===== src/rtl/pattern_rate_meter.sv =====
// pattern_rate_meter: free-running window counter; at the end of each window
// the number of valid words seen is shifted down and published as a rate.
// A word arriving on the boundary cycle is credited to the new window.
module pattern_rate_meter #(
    parameter int unsigned WINDOW = 200_000_000,
    parameter int          SHIFT  = 16,
    parameter int          RATE_W = 16
) (
    input  logic              clk,
    input  logic              rst_n,
    input  logic              word_vld,
    output logic [RATE_W-1:0] rate
);

    localparam int CYC_W = (WINDOW > 1) ? $clog2(WINDOW) : 1;
    localparam int WIN_W = $clog2(WINDOW) + 1;

    logic [CYC_W-1:0]  cyc_q, cyc_d;
    logic [WIN_W-1:0]  win_q, win_d;
    logic [RATE_W-1:0] rate_q, rate_d;
    logic              terminal;

    assign terminal = (cyc_q == CYC_W'(WINDOW - 1));
    assign rate     = rate_q;

    // Advance the window and publish the rate on the terminal cycle
    always_comb begin
        cyc_d  = cyc_q + CYC_W'(1);
        win_d  = win_q + WIN_W'(word_vld);
        rate_d = rate_q;
        if (terminal) begin
            cyc_d  = '0;
            win_d  = WIN_W'(word_vld);
            rate_d = RATE_W'(win_q >> SHIFT);
        end
    end

    // Window registers
    always_ff @(posedge clk) begin
        if (!rst_n) begin
            cyc_q  <= '0;
            win_q  <= '0;
            rate_q <= '0;
        end else begin
            cyc_q  <= cyc_d;
            win_q  <= win_d;
            rate_q <= rate_d;
        end
    end

endmodule


===== config.mk =====
export PLATFORM = sky130hd
export DESIGN_NAME = pattern_rate_meter
export DESIGN_NICKNAME = d
export VERILOG_FILES = /design/src/rtl/pattern_rate_meter.sv
export SDC_FILE = /design/constraint.sdc
export NUM_CORES = 1
export LEC_CHECK = 0
export BUFFER_PORTS_ARGS = -buffer_cell sky130_fd_sc_hd__buf_2
export CAP_MARGIN = 10
export CORE_MARGIN = 5
export CORE_UTILIZATION = 39
export CTS_CLUSTER_DIAMETER = 40
export DETAILED_ROUTE_END_ITERATION = 8
export PLACE_DENSITY = 0.61
export SKIP_LAST_GASP = 1
export SYNTH_ARGS = -nofsm -noshare
export SYNTH_HDL_FRONTEND = slang
export SYNTH_SLANG_ARGS = --single-unit

===== constraint.sdc =====
create_clock -name clk -period 5.1 [get_ports clk]
set_input_delay 1.02 -clock clk [delete_from_list [all_inputs] [get_ports clk]]
set_output_delay 1.02 -clock clk [all_outputs]
set_load 0.01 [all_outputs]

---- After elaboration in Yosys (flattened, before gate mapping) ----
Index checks and enable logic that the tools add are counted.
word-level totals
  latch bits .............................. 0
  input bits .............................. 3
  bits in writable memories ............... 0
  memories ................................ 0
  memory bits (read-only) ................. 0
  register bits after elaboration ......... 70
  output and inout port bits .............. 16
operators by class
  div/mod/pow operators ................... 0
  equality and inequality tests ........... 1
  bitwise gates (word level) .............. 1
  reductions and logical operators ........ 1
  magnitude comparators ................... 0
  multiply operators ...................... 0
  multiplexer cells ....................... 1
  shift-type cells ........................ 0
  add/sub/neg operators ................... 2
operators by type and width
  operator                                                         count
  29-bit by 1-bit adder with 29-bit output                         1
  28-bit by 1-bit adder with 28-bit output, second input constant  1
  28-bit equality test, second input constant                      1
  2-bit OR reduction                                               1
  1-bit two-way mux                                                1
  1-bit NOT                                                        1

---- Longest topological paths before layout ----
Gate-level depths: netlist of the first run.
  depth after elaboration ................. 2
  gate-level depth with buffers ........... 8
  mapped depth without buffers ............ 6

---- Least setup slack after synthesis of the first run ----
OpenSTA, ideal clock, no wires.
  path kind ............................... input to register
  start point ............................. input word_vld
  end point ............................... register win_q[16]
  arrival time ............................ 2587 ps
  cell stages on the path ................. 7
  setup slack ............................. 2442 ps
  buffers on the path ..................... 1
  setup time .............................. 71 ps
  cell sequence ........................... ha_1 -> ha_1 -> nand2_1 -> or4_1 -> clkbuf_1 -> or3_1 -> a21oi_1
between the ends
  cells in the longest elaborated chain, start to end .. 1
ends and longest elaborated chain
  item                                      line  source
  from (decl)                               11    input logic word_vld,
  29-bit by 1-bit adder with 29-bit output  29    win_d = win_q + WIN_W'(word_vld);
  to (signal assigned)                      46    win_q <= win_d;
  to (decl)                                 19    logic [WIN_W-1:0] win_q, win_d;
No other way between the ends.
A chain may end at the register's enable or synchronous reset.

---- Worst setup path in the final report of the first run ----
  start point ............................. register cyc_q[20]
  end point ............................... register win_q[2]
between the ends
  cells in the longest elaborated chain, start to end .. 2
ends and longest elaborated chain
  item                          line  source
  from (decl)                   18    logic [CYC_W-1:0] cyc_q, cyc_d;
  from (signal assigned)        45    cyc_q <= cyc_d;
  28-bit equality test          23    assign terminal = (cyc_q == CYC_W'(WINDOW - 1));
  2-bit OR reduction (no line)  --
No other way between the ends.

==> flow_metrics.env, run 1 <==
export IMPL_die_x_um=101
export IMPL_post_drt_wl_per_cell_um=14.4
export IMPL_yosys_area_share_simple_pct=27.8
export IMPL_grt_pass1_wl_mm=11.9
export IMPL_yosysTopAreaCell="dfxtp_1"
export IMPL_ios=19
export IMPL_ys_types=34
export IMPL_dr_pass1_iters=4
export IMPL_tns_ns=0
export IMPL_antenna_found_initial=1
export IMPL_synth_fa_ha_area_share_pct=1.15
export IMPL_clock_skew_final_ns=0.00869
export IMPL_drcViolationCount=0
export IMPL_area_growth_syn_to_layout_pct=9.41
export IMPL_cts_made_buffers=9
export IMPL_multi_input_area_um2=1700
export IMPL_yosysTopAreaCellShare_pct=43.0
export IMPL_crit_required_ns=5.32
export IMPL_grt_util_all_layers_pct=14.4
export IMPL_place_area_um2=3360
export IMPL_via_count=2745
export IMPL_critPathKind="flip-flop to flip-flop"
export IMPL_yosys_warnings=0
export IMPL_min_period_ns=3.08
export IMPL_drt_iter0_markers=124
export IMPL_hpwl_mm=4.74
export IMPL_cp_slowest_cell="o31ai_4"
export IMPL_clkLatencyLatePin_ns=0.34
export IMPL_cap_violations=0
export IMPL_portBuffers=15
export IMPL_total_power_mw=1.03
export IMPL_worstPathArrival_ns=3.29
export IMPL_power_density_nw_per_um2=290
export IMPL_synth_commonest_cells="dfxtp_1 (70), a21oi_1 (36), nor2_1 (35)"
export IMPL_fillers=815
export IMPL_grt_overflow=0
export IMPL_start_util_pct=39.8
export IMPL_core_area_um2=8180
export IMPL_ys_flop_type="dfxtp_1"
export IMPL_worstPathMaxFanout=32
export IMPL_drtAntennaViolNets=0
export IMPL_startpoint_type="flip-flop"
export IMPL_rsz0062_at_grt="false"
export IMPL_irDropWorstVdd_mv=0.120
export IMPL_fin_crit_sh_pct=60.3
export IMPL_placementRows=33
export IMPL_tightest_slew_ns=1.06
export IMPL_synthArstFlopShare_pct=0
export IMPL_finalHoldViolCount=0
export IMPL_max_freq_mhz=325
export IMPL_cts_tree="built"
export IMPL_synth_area_mux_share_pct=0
export IMPL_power_leakage_nw=1.08
export IMPL_final_seq_area_um2=1400
export IMPL_grt_max_degree=33
export IMPL_cp_end_kind="flip-flop"
export IMPL_clock_root_buffer="clkbuf_8"
export IMPL_finish_instance_area_um2=3560
export IMPL_htree_levels=3
export IMPL_ctsHoldBuffers=0
export IMPL_synth_seq_cells=70
export IMPL_drive_gt1_share_pct=10.4
export IMPL_post_cts_resized=0
export IMPL_synth_yosys_seq_area_share_pct=43.0
export IMPL_slew_violations=0
export IMPL_setup_viol=0
export IMPL_synth_edff_count=0
export IMPL_diodes=0
export IMPL_synth_area_leaders="dfxtp_1 (43%), o31ai_1 (6.7%), xnor2_1 (5.9%)"
export IMPL_relSlewSlack_pct=28.9
export IMPL_synth_top_family_by_area="simple AND/OR/NAND/NOR gates"
export IMPL_yosysMostFrequentCell="dfxtp_1"
export IMPL_fin_nets=386
export IMPL_wl_mm=7.05
export IMPL_die_area_um2=10300
export IMPL_cts_sinks=70
export IMPL_clk_pin_slew_ns=0.08
export IMPL_synth_compound_area_share_pct=15.1
export IMPL_synth_avg_cell_area_um2=8.59
export IMPL_status="finished, final reports clean"
export IMPL_post_route_util_pct=43.6
export IMPL_syn_cell_area_um2=3260
export IMPL_die_y_um=101
export IMPL_synth_xor_area_share_pct=7.53
export IMPL_cp_cell_sequence="nor4_1 > nand4_1 > o31ai_4 > buf_4 > nor2_1"
export IMPL_synthCells=379
export IMPL_grt_pass1_vias=2532
export IMPL_clock_path_buffers=2
export IMPL_path_delay_family="simple AND/OR/NAND/NOR gates"
export IMPL_routed_via_density=5.60
export IMPL_cp_buffers_inverters=1
export IMPL_post_cts_buffers=0
export IMPL_hp_class="flip-flop to flip-flop"
export IMPL_gp_congestion=0.808
export IMPL_pre_cts_ws_ns=1.99
export IMPL_layout_setup_ws_ns=2.02
export IMPL_max_stage_delay_ns=0.95
-- layer usage --
layer,GRT usage (%),share of wire (%),up-vias
met2,22.3,45,36
li1,-,-,1408
met4,5.32,1.4,2
met1,19.0,49,1289
met5,0,0.18,-
met3,4.06,4.4,10
-- layout by cell type, fill, tap and decap left out, types with 15 or more instances in the layout --
cell,n
dfxtp_1,70
a21oi_1,36
nor2_1,35
nand4_1,29
o31ai_1,29
xnor2_1,22
nand3_1,17
nand2_1,16
or4_1,15
buf_2,15
-- cell families after synthesis --
family          count (synthesis)
xor+xnor                       28
compound gates                 79
simple gates                  158
fa+ha+maj                       3
flops                          70
buf+inv                        40
other cells                     1
-- registers in the layout, summed over array words and instances, names as in the netlist --
signal	count
win_q	29
rate	13
cyc_q	28
-- per-stage QoR --
stage / cells / hold slack (ns)
floorplan: 381 / 0.430
global placement: 474 / 0.449
detailed placement: 474 / 0.452
CTS: 490 / 0.470
global route: 490 / 0.480
finish: 490 / 0.465
-- power by group --
group | switching [mW] | internal, mW | leakage [nW] | total [mW]
Sequential | 0.00438 | 0.551 | 0.565 | 0.555
Combinational | 0.0153 | 0.00649 | 0.414 | 0.0218
Clock | 0.202 | 0.252 | 0.0996 | 0.455
Total | 0.222 | 0.810 | 1.08 | 1.03
-- final timing paths --
| kind | from | to | slack, ns | cells after the start |
|---|---|---|---|---|
| setup / recovery | cyc_q[20]$_SDFF_PP0_ | win_q[2]$_SDFF_PP0_ | 2.02 | 5 |
| hold / removal | cyc_q[0]$_SDFF_PP0_ | cyc_q[0]$_SDFF_PP0_ | 0.46 | 1 |
| setup reg to reg | cyc_q[20]$_SDFF_PP0_ | win_q[2]$_SDFF_PP0_ | 2.02 | 5 |
| hold reg to reg | cyc_q[0]$_SDFF_PP0_ | cyc_q[0]$_SDFF_PP0_ | 0.46 | 1 |
-- layout make-up --
type                       count  share of cell area [%]
clock inverter                 3                    1.19
timing repair buffer          17                    2.53
multi-input combinational    271                    47.6
sequential                    70                    39.3
inverter                      11                    1.16
tap                          105                    3.69
clock buffer                  13                    4.46
Power figures use the tool's default switching activity.
==> run 2, diff against run 1 <==
--- a/config.mk
+++ b/config.mk
@@ -11,7 +11,7 @@
 export CORE_UTILIZATION = 39
 export CTS_CLUSTER_DIAMETER = 40
 export DETAILED_ROUTE_END_ITERATION = 8
-export PLACE_DENSITY = 0.61
+export PLACE_DENSITY = 0.63
 export SKIP_LAST_GASP = 1
 export SYNTH_ARGS = -nofsm -noshare
 export SYNTH_HDL_FRONTEND = slang
==> constraint.sdc (replaced) <==
create_clock -name clk -period 2.7 [get_ports clk]
set_input_delay 0.54 -clock clk [delete_from_list [all_inputs] [get_ports clk]]
set_output_delay 0.54 -clock clk [all_outputs]
set_load 0.01 [all_outputs]
==> run 2 against run 1 <==
Non-clock buffer count increased by 4. Sequential share of layout area is 0.68 points lower. Combinational power rose by 100%. Sequential cell count stayed put. Total power rose by 100%. Cell count grew 0.82%. Fmax up 34%. Clock power increased by 110%. Largest power group unchanged.
==> flow_metrics.env, run 2 (synthesis results as in run 1) <==
export IMPL_drive_gt1_share_pct=11.6
export IMPL_hpwl_mm=4.77
export IMPL_finalHoldViolCount=0
export IMPL_final_common_cell="dfxtp_1"
export IMPL_wl_mm=7.04
export IMPL_relSlewSlack_pct=55.0
export IMPL_critPathKind="flip-flop to flip-flop"
export IMPL_slew_violations=0
export IMPL_cts_tree="built"
export IMPL_cts_sinks=70
export IMPL_power_density_nw_per_um2=571
export IMPL_clk_pin_slew_ns=0.07
export IMPL_portBuffers=15
export IMPL_post_cts_buffers=0
export IMPL_startpoint_type="flip-flop"
export IMPL_fin_nets=390
export IMPL_tns_ns=0
export IMPL_irDropWorstVdd_mv=0.243
export IMPL_clkLatencyLatePin_ns=0.34
export IMPL_grt_max_degree=29
export IMPL_wl_met3_um=266
export IMPL_regMostFlops="win_q"
export IMPL_die_x_um=101
export IMPL_final_cell_mix="dfxtp_1 (70), a21oi_1 (36), nor2_1 (35)"
export IMPL_wl_met2_mm=3.23
export IMPL_area_growth_syn_to_layout_pct=11.3
export IMPL_crit_required_ns=2.98
export IMPL_fin_cells=494
export IMPL_post_cts_resized=0
export IMPL_die_area_um2=10300
export IMPL_top_layer="met4"
export IMPL_min_period_ns=2.30
export IMPL_antenna_found_initial=0
export IMPL_ctsHoldBuffers=0
export IMPL_ios=19
export IMPL_grt_pass1_wl_mm=12.0
export IMPL_r2r_slack_ns=0.40
export IMPL_routed_via_density=5.63
export IMPL_grt_pass1_vias=2530
export IMPL_drtAntennaViolNets=0
export IMPL_core_area_um2=8180
export IMPL_power_leakage_nw=1.12
export IMPL_fin_crit_sh_pct=85.2
export IMPL_hp_class="flip-flop to flip-flop"
export IMPL_rsz0062_at_grt="false"
export IMPL_drt_iter0_markers=147
export IMPL_dr_pass1_iters=4
export IMPL_diodes=0
export IMPL_cap_violations=0
export IMPL_clock_skew_final_ns=0.00969
export IMPL_gp_congestion=0.797
export IMPL_wl_met1_mm=3.38
export IMPL_clock_root_buffer="clkbuf_8"
export IMPL_hold_slack_ns=0.465
export IMPL_start_util_pct=39.8
export IMPL_clock_path_buffers=2
export IMPL_post_drt_wl_per_cell_um=14.2
export IMPL_post_route_util_pct=44.4
export IMPL_status="finished, final reports clean"
export IMPL_setup_viol=0
export IMPL_grt_overflow=0
export IMPL_die_y_um=101
export IMPL_htree_levels=3
export IMPL_largest_reg_flops=29
export IMPL_cts_made_buffers=9
export IMPL_placed_cells=478
export IMPL_via_count=2782
export IMPL_tightest_slew_ns=0.674
export IMPL_drcViolationCount=0
export IMPL_grt_util_all_layers_pct=14.5
export IMPL_worstPathMaxFanout=10
export IMPL_worstPathArrival_ns=2.58
export IMPL_cp_end_kind="flip-flop"
export IMPL_max_freq_mhz=435
export IMPL_placementRows=33
==> run 2: worst paths after layout <==
kind / from / end / depth (start not counted)
setup / recovery: cyc_q[3]$_SDFF_PP0_ / cyc_q[27]$_SDFF_PP0_ / 4
hold / removal: cyc_q[0]$_SDFF_PP0_ / cyc_q[0]$_SDFF_PP0_ / 1
setup reg to reg: cyc_q[3]$_SDFF_PP0_ / cyc_q[27]$_SDFF_PP0_ / 4
hold reg to reg: cyc_q[0]$_SDFF_PP0_ / cyc_q[0]$_SDFF_PP0_ / 1
==> run 2: layout make-up <==
| type | instances | area [µm²] |
|---|---|---|
| inverters | 11 | 41.3 |
| repair buffers | 21 | 120 |
| flip-flops and latches | 70 | 1400 |
| well taps | 105 | 131 |
| clock buffers | 13 | 169 |
| fillers | 803 | 4550 |
| multi-input cells | 271 | 1700 |
| clock inverters | 3 | 65.1 |
==> run 2: worst max-delay path, stage by stage (launching register included) <==
cell     delay [ns]
dfxtp_1        0.41
nand4_1        0.37
or4_1          0.80
or4_4          0.53
a21oi_2        0.13
==> run 2: stage by stage <==
| stage | power, mW | setup WS [ns] | cell area, µm² |
|---|---|---|---|
| detailed placement | 1.12 | 0.116 | 3390 |
| global route | 2.15 | 0.269 | 3630 |
| CTS | 2.09 | 0.407 | 3630 |
| finish | 2.07 | 0.400 | 3630 |
| global placement | 1.12 | 0.164 | 3390 |
| floorplan | 1.11 | 0.522 | 3260 |
==> run 2: where the power goes <==
part           total, mW  switching [mW]  internal, mW  leakage [nW]
logic             0.0436          0.0301        0.0135         0.432
registers           1.05         0.00825          1.04         0.565
clock network      0.978           0.383         0.595         0.120
==> run 2: metal layers <==
layer,vias to the layer above,track usage (%)
li1,1405,-
met1,1319,19.4
met2,44,21.7
met3,14,3.72
met4,0,7.16
met5,-,0
